$ cat config.mk
export PLATFORM = sky130hd
export DESIGN_NAME = pipe_stage_skid
export DESIGN_NICKNAME = d
export VERILOG_FILES = /design/src/rtl/pipe_stage_skid.sv
export SDC_FILE = /design/constraint.sdc
export NUM_CORES = 1
export LEC_CHECK = 0
export ABC_AREA = 1
export BUFFER_PORTS_ARGS = -buffer_cell sky130_fd_sc_hd__buf_2
export CAP_MARGIN = 25
export CORE_UTILIZATION = 50
export CTS_CLUSTER_SIZE = 16
export DETAILED_ROUTE_END_ITERATION = 12
export MAX_ROUTING_LAYER = met4
export PLACE_DENSITY_LB_ADDON = 0.1
export SLEW_MARGIN = 25
export SYNTH_ARGS = -nofsm -noshare
export SYNTH_HDL_FRONTEND = slang
export SYNTH_SLANG_ARGS = --single-unit
$ cat constraint.sdc
create_clock -name clk -period 1.99 [get_ports clk]
set_input_delay 0.597 -clock clk [delete_from_list [all_inputs] [get_ports clk]]
set_output_delay 0.597 -clock clk [all_outputs]
set_load 0.005 [all_outputs]
$ cat src/rtl/pipe_stage_skid.sv
// Inter-stage pipeline register with valid/ready handshake, flush-to-bubble,
// optional 2-entry skid buffer and a saturating output-stall counter.
module pipe_stage_skid #(
  parameter int unsigned CTRL_WIDTH = 6,
  parameter int unsigned DATA_WIDTH = 160,
  parameter bit          SKID_EN    = 1'b1,
  parameter int unsigned CNT_WIDTH  = 16
) (
  input  logic                  clk,
  input  logic                  rstn,
  input  logic                  flush_i,
  input  logic                  in_valid_i,
  output logic                  in_ready_o,
  input  logic [CTRL_WIDTH-1:0] in_ctrl_i,
  input  logic [DATA_WIDTH-1:0] in_data_i,
  output logic                  out_valid_o,
  input  logic                  out_ready_i,
  output logic [CTRL_WIDTH-1:0] out_ctrl_o,
  output logic [DATA_WIDTH-1:0] out_data_o,
  output logic [CNT_WIDTH-1:0]  stall_cnt_o
);

  localparam logic [CNT_WIDTH-1:0] CNT_MAX = '1;

  // Bit 0 is the main-entry valid, bit 1 the skid-entry valid.
  typedef enum logic [1:0] {
    OCC_EMPTY = 2'b00,
    OCC_ONE   = 2'b01,
    OCC_TWO   = 2'b11
  } occ_e;

  occ_e                  occ_q, occ_d;
  logic [CTRL_WIDTH-1:0] m_ctrl_q, m_ctrl_d;
  logic [DATA_WIDTH-1:0] m_data_q, m_data_d;
  logic [CTRL_WIDTH-1:0] s_ctrl_q, s_ctrl_d;
  logic [DATA_WIDTH-1:0] s_data_q, s_data_d;
  logic [CNT_WIDTH-1:0]  cnt_q, cnt_d;
  logic                  in_ready_c;
  logic                  accept_c;
  logic                  pop_c;

  // Ready: registered (skid free) with the buffer, else pass-through of out_ready_i.
  always_comb begin
    if (SKID_EN) begin
      in_ready_c = ~occ_q[1];
    end else begin
      in_ready_c = ~occ_q[0] | out_ready_i;
    end
    accept_c = in_valid_i & in_ready_c;
    pop_c    = occ_q[0] & out_ready_i;
  end

  // Occupancy next-state and entry loading; flush overrides every transition.
  always_comb begin
    occ_d    = occ_q;
    m_ctrl_d = m_ctrl_q;
    m_data_d = m_data_q;
    s_ctrl_d = s_ctrl_q;
    s_data_d = s_data_q;
    if (flush_i) begin
      occ_d    = OCC_EMPTY;
      m_ctrl_d = '0;
      s_ctrl_d = '0;
    end else begin
      case (occ_q)
        OCC_EMPTY: begin
          if (accept_c) begin
            occ_d    = OCC_ONE;
            m_ctrl_d = in_ctrl_i;
            m_data_d = in_data_i;
          end
        end
        OCC_ONE: begin
          if (pop_c && accept_c) begin
            m_ctrl_d = in_ctrl_i;
            m_data_d = in_data_i;
          end else if (pop_c) begin
            occ_d    = OCC_EMPTY;
            m_ctrl_d = '0;
          end else if (accept_c && SKID_EN) begin
            occ_d    = OCC_TWO;
            s_ctrl_d = in_ctrl_i;
            s_data_d = in_data_i;
          end
        end
        OCC_TWO: begin
          if (pop_c) begin
            occ_d    = OCC_ONE;
            m_ctrl_d = s_ctrl_q;
            m_data_d = s_data_q;
            s_ctrl_d = '0;
          end
        end
        default: begin
          occ_d    = OCC_EMPTY;
          m_ctrl_d = '0;
          s_ctrl_d = '0;
        end
      endcase
    end
  end

  // Saturating count of cycles where the head is held by downstream.
  always_comb begin
    cnt_d = cnt_q;
    if (occ_q[0] && !out_ready_i && (cnt_q != CNT_MAX)) begin
      cnt_d = cnt_q + CNT_WIDTH'(1);
    end
  end

  // State and payload registers.
  always_ff @(posedge clk or negedge rstn) begin
    if (!rstn) begin
      occ_q    <= OCC_EMPTY;
      m_ctrl_q <= '0;
      m_data_q <= '0;
      s_ctrl_q <= '0;
      s_data_q <= '0;
      cnt_q    <= '0;
    end else begin
      occ_q    <= occ_d;
      m_ctrl_q <= m_ctrl_d;
      m_data_q <= m_data_d;
      s_ctrl_q <= s_ctrl_d;
      s_data_q <= s_data_d;
      cnt_q    <= cnt_d;
    end
  end

  assign in_ready_o  = in_ready_c;
  assign out_valid_o = occ_q[0];
  assign out_ctrl_o  = m_ctrl_q;
  assign out_data_o  = m_data_q;
  assign stall_cnt_o = cnt_q;

endmodule

==> metrics.txt, run 1 <==
R2R Setup Slk=0.14 ns; Core Area=between 30000 and 40000 µm²; max-slew violation count=0; Die ar.=32700 µm²; post-route insts no fill=approximately 2500; global-route wire length before repair=around 62000 µm; Die H=181 µm; Reg2Reg Depth=10; Synth Instances=around 1800; leakage power figure=just over 10 nW; largest net degree at the start of global routing=about 80; H-Tree Level Count=2; fillers=2766; clk buf depth=3; HP Class=in -> reg; Mapped Area=~16000 µm²; initial antenna violation count=9; vias in the first global route=12200; placed instance count=between 2000 and 2500; Port Buffer Count=roughly 350; layout cells sized above 1=0.290; I/O pin count=about 360; crit-path max FO=between 70 and 80; crit path DAT=between 2 and 2.5 ns; Worst-path clk slew=0.06 ns; Synth Net Count=1934; Fmax=around 540 MHz; YS warnings=0; clk_lat worst skew=around 0.52 ns; worst r2r src=occ_q[1]; Worst-Margin Slew=0.558 ns; fin crit period=about 1.9 ns; Final Cycle Share=0.932; Max-slew headroom=0.628; CP required=2.38 ns; Post-DP HPWL=26200 µm; status=complete, no violations; all-layer global routing usage=0.242; kind of critical path=reg -> reg; Layout area overhead=22.1%; final clock skew=about 0.015 ns; placer's final routability congestion estimate=just over 0.8; Starting DRT DRC Count=683; Die W=181 µm; Routed WL per cell=roughly 15 µm; Seq. cell area=around 8800 µm²; worst r2r dst=s_data_q[13]; Final #Nets=roughly 2300; Setup crit end=s_data_q[13]; Distinct cells, synth=26; Final setup viols=0; max_cap viols=0; Worst setup EP type=register; crit-path cells=inv_2 > ha_1 > inv_2 > nor2_4 > nand2_2 > nor2_4 > inv_6 > buf_12 > nand2_1 > o21ai_0; Syn Area/Cell=9.09 µm²; CTS buffer count=38; Worst path max stage delay=roughly 0.44 ns; Power Total=around 0.028 W; starting density of the core=0.508; type of origin of the critical path=register; setup TNS=0 ns; total grt overflow=0; Power Density=between 1000 and 1500 nW/µm²; DRC=0; Crit. Startpoint=occ_q[1]; share of the yosys chip area belonging to registers=0.548; total number of vias=roughly 13000; clock sinks=350; Multi-input gate area=between 5000 and 6000 µm²; DR pass1 iterations=5; number of nets with antenna violations after routing=0; final WL=38100 µm; Fin. Hold Viols=0; Via density=around 5; CP max-delay cell=dfrtp_1; CTS root buf=clkbuf_16; CTS tree=built; synthesized flop and latch total=350; maximum VDD drop=788 µV; Core Rows=between 60 and 70
report_power, final:
part / leakage (nW) / internal, W / switching [W] / total (W)
Clock: 0.601 / 0.00403 / 0.00284 / 0.00687
Combinational: 5.38 / 0.00411 / 0.00510 / 0.00921
Sequential: 4.39 / 0.0105 / 0.00185 / 0.0123
Total: 10.4 / 0.0186 / 0.00978 / 0.0284
cell usage after synthesis, drive strengths merged:
cell    count  area [µm²]
o21ai     389        2480
or2         1        8.76
mux2i      51         510
xor2        3        26.3
xnor2       5        43.8
o211ai      7        52.6
ha          5        62.6
nand2     640        2400
dfrtp     350        8760
nand3      27         140
nor3        6        30.0
inv       135         507
a21oi       3        18.8
buf        80         698
nand4       6        37.5
nor2       25         109
clkbuf     25        93.8
final cells by class:
class	count	area share
inverter	135	0.0265
clock inverter	14	0.00513
antenna	9	0.00115
sequential	350	0.449
multi-input combinational	1168	0.305
clock buffer	53	0.0569
tap	402	0.0258
timing repair buffer	405	0.131
sequential cells by signal, summed over array words and instances, names as in the netlist:
signal	count
out_ctrl_o	6
s_ctrl_q	6
out_data_o	160
occ_q	2
s_data_q	160
stall_cnt_o	16
routing by layer:
layer	vias to the layer above	GRT usage	part of all wire
met4	0	0.0769	0.027
met2	350	0.370	0.46
met3	78	0.0554	0.066
li1	6321	-	-
met1	5899	0.321	0.44
met5	-	-	0
cell usage in the layout (no fill, tap or decap):
master         Yosys  routed
nand2_1          639     638
buf_2             30     353
dfrtp_1          350     350
o21ai_0          168     168
o21ai_2          141     141
inv_1            133     131
o21ai_1           80      80
mux2i_1           51      51
clkbuf_16          0      42
buf_12             0      28
nand3_1           26      26
nor2_1            23      23
buf_4              4      20
clkinv_2           0      11
diode_2            0       9
clkbuf_1          25       8
o211ai_1           7       7
nor3_1             6       6
nand4_1            6       6
xnor2_1            5       5
ha_1               5       4
clkbuf_8           0       4
xor2_1             3       3
inv_2              2       2
inv_6              0       2
nor2_4             2       2
nand2_2            1       2
a21oi_1            2       2
clkinvlp_4         0       2
or2_4              1       1
a21oi_2            1       1
nand3_4            0       1
ha_4               0       1
bufinv_16          0       1
dlygate4sd3_1      0       1
buf_8              0       1
buf_16             0       1
critical path: cells and delay by family, from the launching register on:
family	cells	cell delay, ns
buf+inv	4	0.49
flops	1	0.44
simple gates	4	0.48
fa+ha+maj	1	0.18
compound gates	1	0.08
worst min-delay path by stage:
| stage | start | endpoint | depth (start not counted) |
|---|---|---|---|
| 2_1_floorplan | rstn | occ_q[0] | 0 |
| 3_3_place_gp | rstn | out_data_o[66] | 1 |
| 3_5_place_dp | rstn | s_data_q[62] | 1 |
| 4_1_cts | in_data_i[105] | s_data_q[105] | 3 |
| 5_1_grt | in_data_i[124] | s_data_q[124] | 3 |
| 6_report | in_data_i[130] | s_data_q[130] | 3 |
what timing repair did:
action	CTS	global route
setup buffers	0	1
endpoints found under the setup margin	0	81
resized for setup	0	3
endpoints found under the hold margin	13	0
hold buffers	1	0
per-stage QoR:
stage	setup WS (ns)	util	cell area [µm²]	hold slack (ns)
floorplan	0.178	-	16000	0.301
detailed placement	0.0626	0.579	18200	0.447
global route	-0.00267	0.620	19500	0.284
CTS	0.0469	0.618	19400	0.275
global placement	0.0855	0.579	18200	0.446
finish	0.135	0.620	19500	0.290
cells by family after synthesis:
| group | Yosys count | synth area share |
|---|---|---|
| AO/OA/AOI/OAI | 399 | 0.159 |
| XOR/XNOR | 8 | 0.00439 |
| adder cells (fa/ha/maj) | 5 | 0.00392 |
| buffers and inverters | 240 | 0.0813 |
| flip-flops | 350 | 0.548 |
| multiplexers | 51 | 0.0319 |
| AND/OR/NAND/NOR | 705 | 0.171 |
(Power assumes the default switching activity.)
==> run 2: changes to the inputs <==
==> constraint.sdc (replaced) <==
create_clock -name clk -period 1.9 [get_ports clk]
set_input_delay 0.57 -clock clk [delete_from_list [all_inputs] [get_ports clk]]
set_output_delay 0.57 -clock clk [all_outputs]
set_load 0.005 [all_outputs]
==> run 2 against run 1 <==
Effect of this change:
- routed wire length grew 1.8%
- sequential share of layout area fell by 0.59 points
- utilization increased by 0.83 points
- hold slack got worse by 0.024 ns
- critical path type unchanged
- register-to-register slack worse by 0.05 ns
- worst setup slack worse by 0.045 ns
==> metrics.txt, run 2 (same netlist as run 1, synthesis figures left out) <==
status=complete, no violations; Routed WL per cell=about 15 µm; Core Area=about 31000 µm²; switching share of power=0.340; crit path DAT=around 2.2 ns; layout cells sized above 1=0.299; Die ar.=roughly 33000 µm²; max-slew violation count=0; internal power=around 0.020 W; area post-placement=about 18000 µm²; most common cell after layout, fill and taps aside=nand2_1; Max-slew headroom=0.692; post-route cell area=19800 µm²; Worst setup EP type=register; vias in the first global route=between 10000 and 15000; most frequent cells in the layout=638 x nand2_1, 353 x buf_2, 349 x dfrtp_1; Die W=~180 µm; final WL=about 39000 µm; CP required=around 2.3 ns; Fmax=552 MHz; Final setup viols=0; switching power=around 0.010 W; Core Rows=65; global-route wire length before repair=roughly 62000 µm; Worst-Margin Slew=roughly 0.46 ns; starting density of the core=0.508; max_cap viols=0; placer's final routability congestion estimate=approximately 0.85; CTS buffer count=39; hold slack=between 0.2 and 0.3 ns; final worst setup slack=around 0.09 ns; leakage power figure=~11 nW; dpl ws=-0.0230 ns; fin crit period=approximately 1.8 ns; Final #Nets=roughly 2300; Starting DRT DRC Count=around 700; H-Tree Level Count=2; I/O pin count=roughly 360; Layout area overhead=23.7%; CTS tree=built; Post-DP HPWL=approximately 27000 µm; Worst-path clk slew=0.06 ns; clk_lat worst skew=0.52 ns; clock power share=0.247; RSZ-0062 raised after global routing=true; initial antenna violation count=9; clock sinks=350; setup TNS=0 ns; Logic pwr share=0.327; Fin. Hold Viols=0; DR pass1 iterations=5; total grt overflow=0; Power Density=between 1500 and 2000 nW/µm²; Die H=around 180 µm; final core occ=0.628; Final Cycle Share=0.953; type of origin of the critical path=register; largest net degree at the start of global routing=between 80 and 90; clk buf depth=3; all-layer global routing usage=0.243; number of nets with antenna violations after routing=0; final clock skew=between 0.015 and 0.02 ns; Port Buffer Count=approximately 350; kind of critical path=reg -> reg; CTS root buf=clkbuf_16; HP Class=in -> reg; DRC=0; Via density=5.00; maximum VDD drop=between 700 and 800 µV; total number of vias=about 13000; crit-path max FO=34; Reg power frac=0.427; fillers=around 2800
==> run 2: cell types whose count changed in the layout (fill, tap and decap cells not counted), sizes merged <==
cell	previous run	this run
bufinv	1	2
clkbuf	54	58
clkinv	11	10
buf	403	422
clkinvlp	2	1
==> run 2: power by group through the flow <==
stage / sequential [W] / combinational, W / clock, W
detailed placement: 0.0129 / 0.00983 / 0
CTS: 0.0129 / 0.00984 / 0.00764
finish: 0.0129 / 0.00985 / 0.00744
global placement: 0.0128 / 0.00950 / 0
floorplan: 0.0127 / 0.00616 / 0
global route: 0.0133 / 0.0111 / 0.00793
==> run 2: per-stage QoR <==
step	instances	total power, W
finish	2558	0.0302
global route	2558	0.0324
CTS	2544	0.0303
detailed placement	2475	0.0227
global placement	2475	0.0223
floorplan	1758	0.0189
==> run 2: per-layer routing <==
| metal | GRT usage | vias to the layer above | routed length [µm] |
|---|---|---|---|
| met4 | 0.0807 | 0 | 1000 |
| met1 | 0.301 | 5998 | 16600 |
| met3 | 0.0661 | 63 | 2970 |
| met5 | - | - | 0 |
| li1 | - | 6356 | - |
| met2 | 0.384 | 366 | 18200 |
==> run 2: layout make-up <==
| class | count | area (µm²) | area share |
|---|---|---|---|
| clock buffer | 55 | 1170 | 0.0591 |
| inverter | 135 | 519 | 0.0263 |
| sequential | 350 | 8760 | 0.443 |
| antenna | 9 | 22.5 | 0.00114 |
| timing repair buffer | 426 | 2730 | 0.138 |
| tap | 402 | 503 | 0.0254 |
| multi-input combinational | 1168 | 5950 | 0.301 |
| clock inverter | 13 | 118 | 0.00595 |
==> run 2: path summary, 6_finish.rpt <==
check	slack [ns]	depth (start not counted)	start	to
max	0.09	10	occ_q[1]	s_data_q[37]
min reg2reg	0.47	2	s_data_q[128]	s_data_q[128]
max in group asynchronous	0.66	3	rstn	s_data_q[42]
max reg2reg	0.09	10	occ_q[1]	s_data_q[37]
min in group asynchronous	0.50	2	rstn	out_data_o[66]
min	0.27	3	in_data_i[90]	s_data_q[90]
==> run 2: repair_timing <==
action	in CTS	in global routing
hold endpoints to repair	19	0
gates resized for setup	0	23
hold buffers	1	0
buffers inserted	0	2
endpoints found under the setup margin	0	279
==> run 2: worst max-delay path, cell delays in order (launching register included) <==
cell and delay [ns]:
dfrtp_2 0.43, inv_2 0.10, ha_2 0.19, inv_2 0.07, nor2_4 0.11, nand2_2 0.09, nor2_4 0.18, inv_8 0.11
clkbuf_16 0.23, nand2_1 0.08, o21ai_0 0.07
==> run 3: changes to the inputs <==
==> constraint.sdc (replaced) <==
create_clock -name clk -period 2.1 [get_ports clk]
set_input_delay 0.63 -clock clk [delete_from_list [all_inputs] [get_ports clk]]
set_output_delay 0.63 -clock clk [all_outputs]
set_load 0.005 [all_outputs]
==> run 3 against run 2 <==
Effect of this change:
- via count shrank 0.13%
- fmax is 6.7% lower
- register-to-register slack improved by 0.07 ns
- worst setup slack better by 0.070 ns
- combinational power down 11%
- cell area fell by 0.33%
- utilization decreased by 0.21 points
- final cell count fell by 0.51%
- first-iteration DRC count up 5.3%
- non-clock buffer count is 10 lower
- flip-flop and latch count unchanged
==> metrics.txt, run 3 (same netlist as run 1, synthesis figures left out) <==
status=complete, no violations; Layout area overhead=23.3%; number of nets with antenna violations after routing=0; vias in the first global route=12500; starting density of the core=0.508; Die H=roughly 180 µm; RSZ-0062 raised after global routing=false; CP bufs+invs=3; kind of critical path=reg -> reg; hold path startpoint=in_data_i[89]; Core Area=31500 µm²; final core occ=0.626; CTS buffer count=39; Worst path max stage delay=0.46 ns; total grt overflow=0; crit-path max FO=25; all-layer global routing usage=0.246; CTS root buf=clkbuf_16; Worst path top cell family by delay=buffers and inverters; clk buf depth=3; I/O pin count=around 360; most common cell after layout, fill and taps aside=nand2_1; Post-DP HPWL=approximately 27000 µm; placer's final routability congestion estimate=between 0.8 and 0.9; WP depth=9; CP max-delay cell=dfrtp_1; setup TNS=0 ns; clk_lat worst skew=about 0.52 ns; layout cells sized above 1=0.293; Die ar.=32700 µm²; Via density=5.02; type of origin of the critical path=register; HP Class=in -> reg; Worst setup EP type=register; most frequent cells in the layout=639 x nand2_1, 353 x buf_2, 350 x dfrtp_1; final WL=38300 µm; CTS tree=built; Die W=around 180 µm; Crit. Startpoint=occ_q[0]; worst r2r dst=out_data_o[147]; largest net degree at the start of global routing=between 50 and 60; R2R Setup Slk=0.16 ns; maximum VDD drop=around 680 µV; final clock skew=0.00952 ns; Post-CTS Resized=0; Final setup viols=0; Final Cycle Share=0.924; Max-slew headroom=0.690; Power Density=approximately 1400 nW/µm²; Core Rows=between 60 and 70; Worst-path clk slew=around 0.060 ns; CP required=between 2 and 3 ns; leakage power figure=~10 nW; total number of vias=around 13000; Routed WL per cell=between 15 and 20 µm; Setup crit end=out_data_o[147]; Reg2Reg Depth=9; Starting DRT DRC Count=730; DRC=0; Final #Nets=around 2300; Port Buffer Count=~350; clock sinks=350; crit path DAT=~2.3 ns; DR pass1 iterations=5; H-Tree Level Count=2; fin crit period=between 1.5 and 2 ns; crit-path cells=inv_1 > ha_1 > or2_4 > a21oi_2 > nand3_4 > buf_12 > buf_4 > nand2_1 > o21ai_2; Fmax=between 500 and 600 MHz; max-slew violation count=0; initial antenna violation count=5; max_cap viols=0; Fin. Hold Viols=0; worst r2r src=occ_q[0]; global-route wire length before repair=around 64000 µm; Worst-Margin Slew=0.464 ns
-- run 3: final cells by class --
cell class	instances	area (µm²)
Fill cell	2741	11800
Antenna cell	5	12.5
Clock inverter	13	170
Inverter	135	517
Sequential cell	350	8760
Clock buffer	56	1140
Multi-Input combinational cell	1168	5940
Tap cell	402	503
Timing Repair Buffer	416	2660
-- run 3: through the flow --
stage	instances	worst slack, ns	power (W)	instance area [µm²]	hold slack [ns]
after CTS	2540	0.142	0.0277	19700	0.309
final	2545	0.160	0.0274	19700	0.323
after global placement	2470	0.145	0.0202	18400	0.453
after detailed placement	2470	0.132	0.0206	18400	0.458
after global routing	2545	0.0431	0.0294	19700	0.323
after floorplan	1758	0.288	0.0171	16000	0.334
-- run 3: what timing repair did --
action                     CTS  global route
setup endpoints to repair    0             0
hold buffers                 1             0
hold endpoints to repair    10             0
setup buffers                0             0
-- run 3: layer usage --
metal / vias up / track usage / share of wire
li1: 6338 / - / -
met1: 5988 / 0.322 / 0.45
met2: 363 / 0.377 / 0.46
met3: 78 / 0.0560 / 0.065
met4: 0 / 0.0838 / 0.031
met5: - / - / 0
-- run 3: worst min-delay path, delay by kind of cell --
kind          cells  cell delay [ns]
simple gates      2             0.09
buf+inv           1             0.08
-- run 3: how the worst min path moves through the flow --
stage,endpoint,depth (start not counted)
floorplan,occ_q[0],0
global placement,s_data_q[104],2
detailed placement,s_data_q[117],2
CTS,s_data_q[89],3
global route,s_data_q[122],3
finish,s_data_q[89],3
-- run 3: report_power, final --
| part | switching [W] | internal, W |
|---|---|---|
| registers | 0.00175 | 0.00993 |
| logic | 0.00486 | 0.00390 |
| clock network | 0.00269 | 0.00427 |
| total | 0.00930 | 0.0181 |
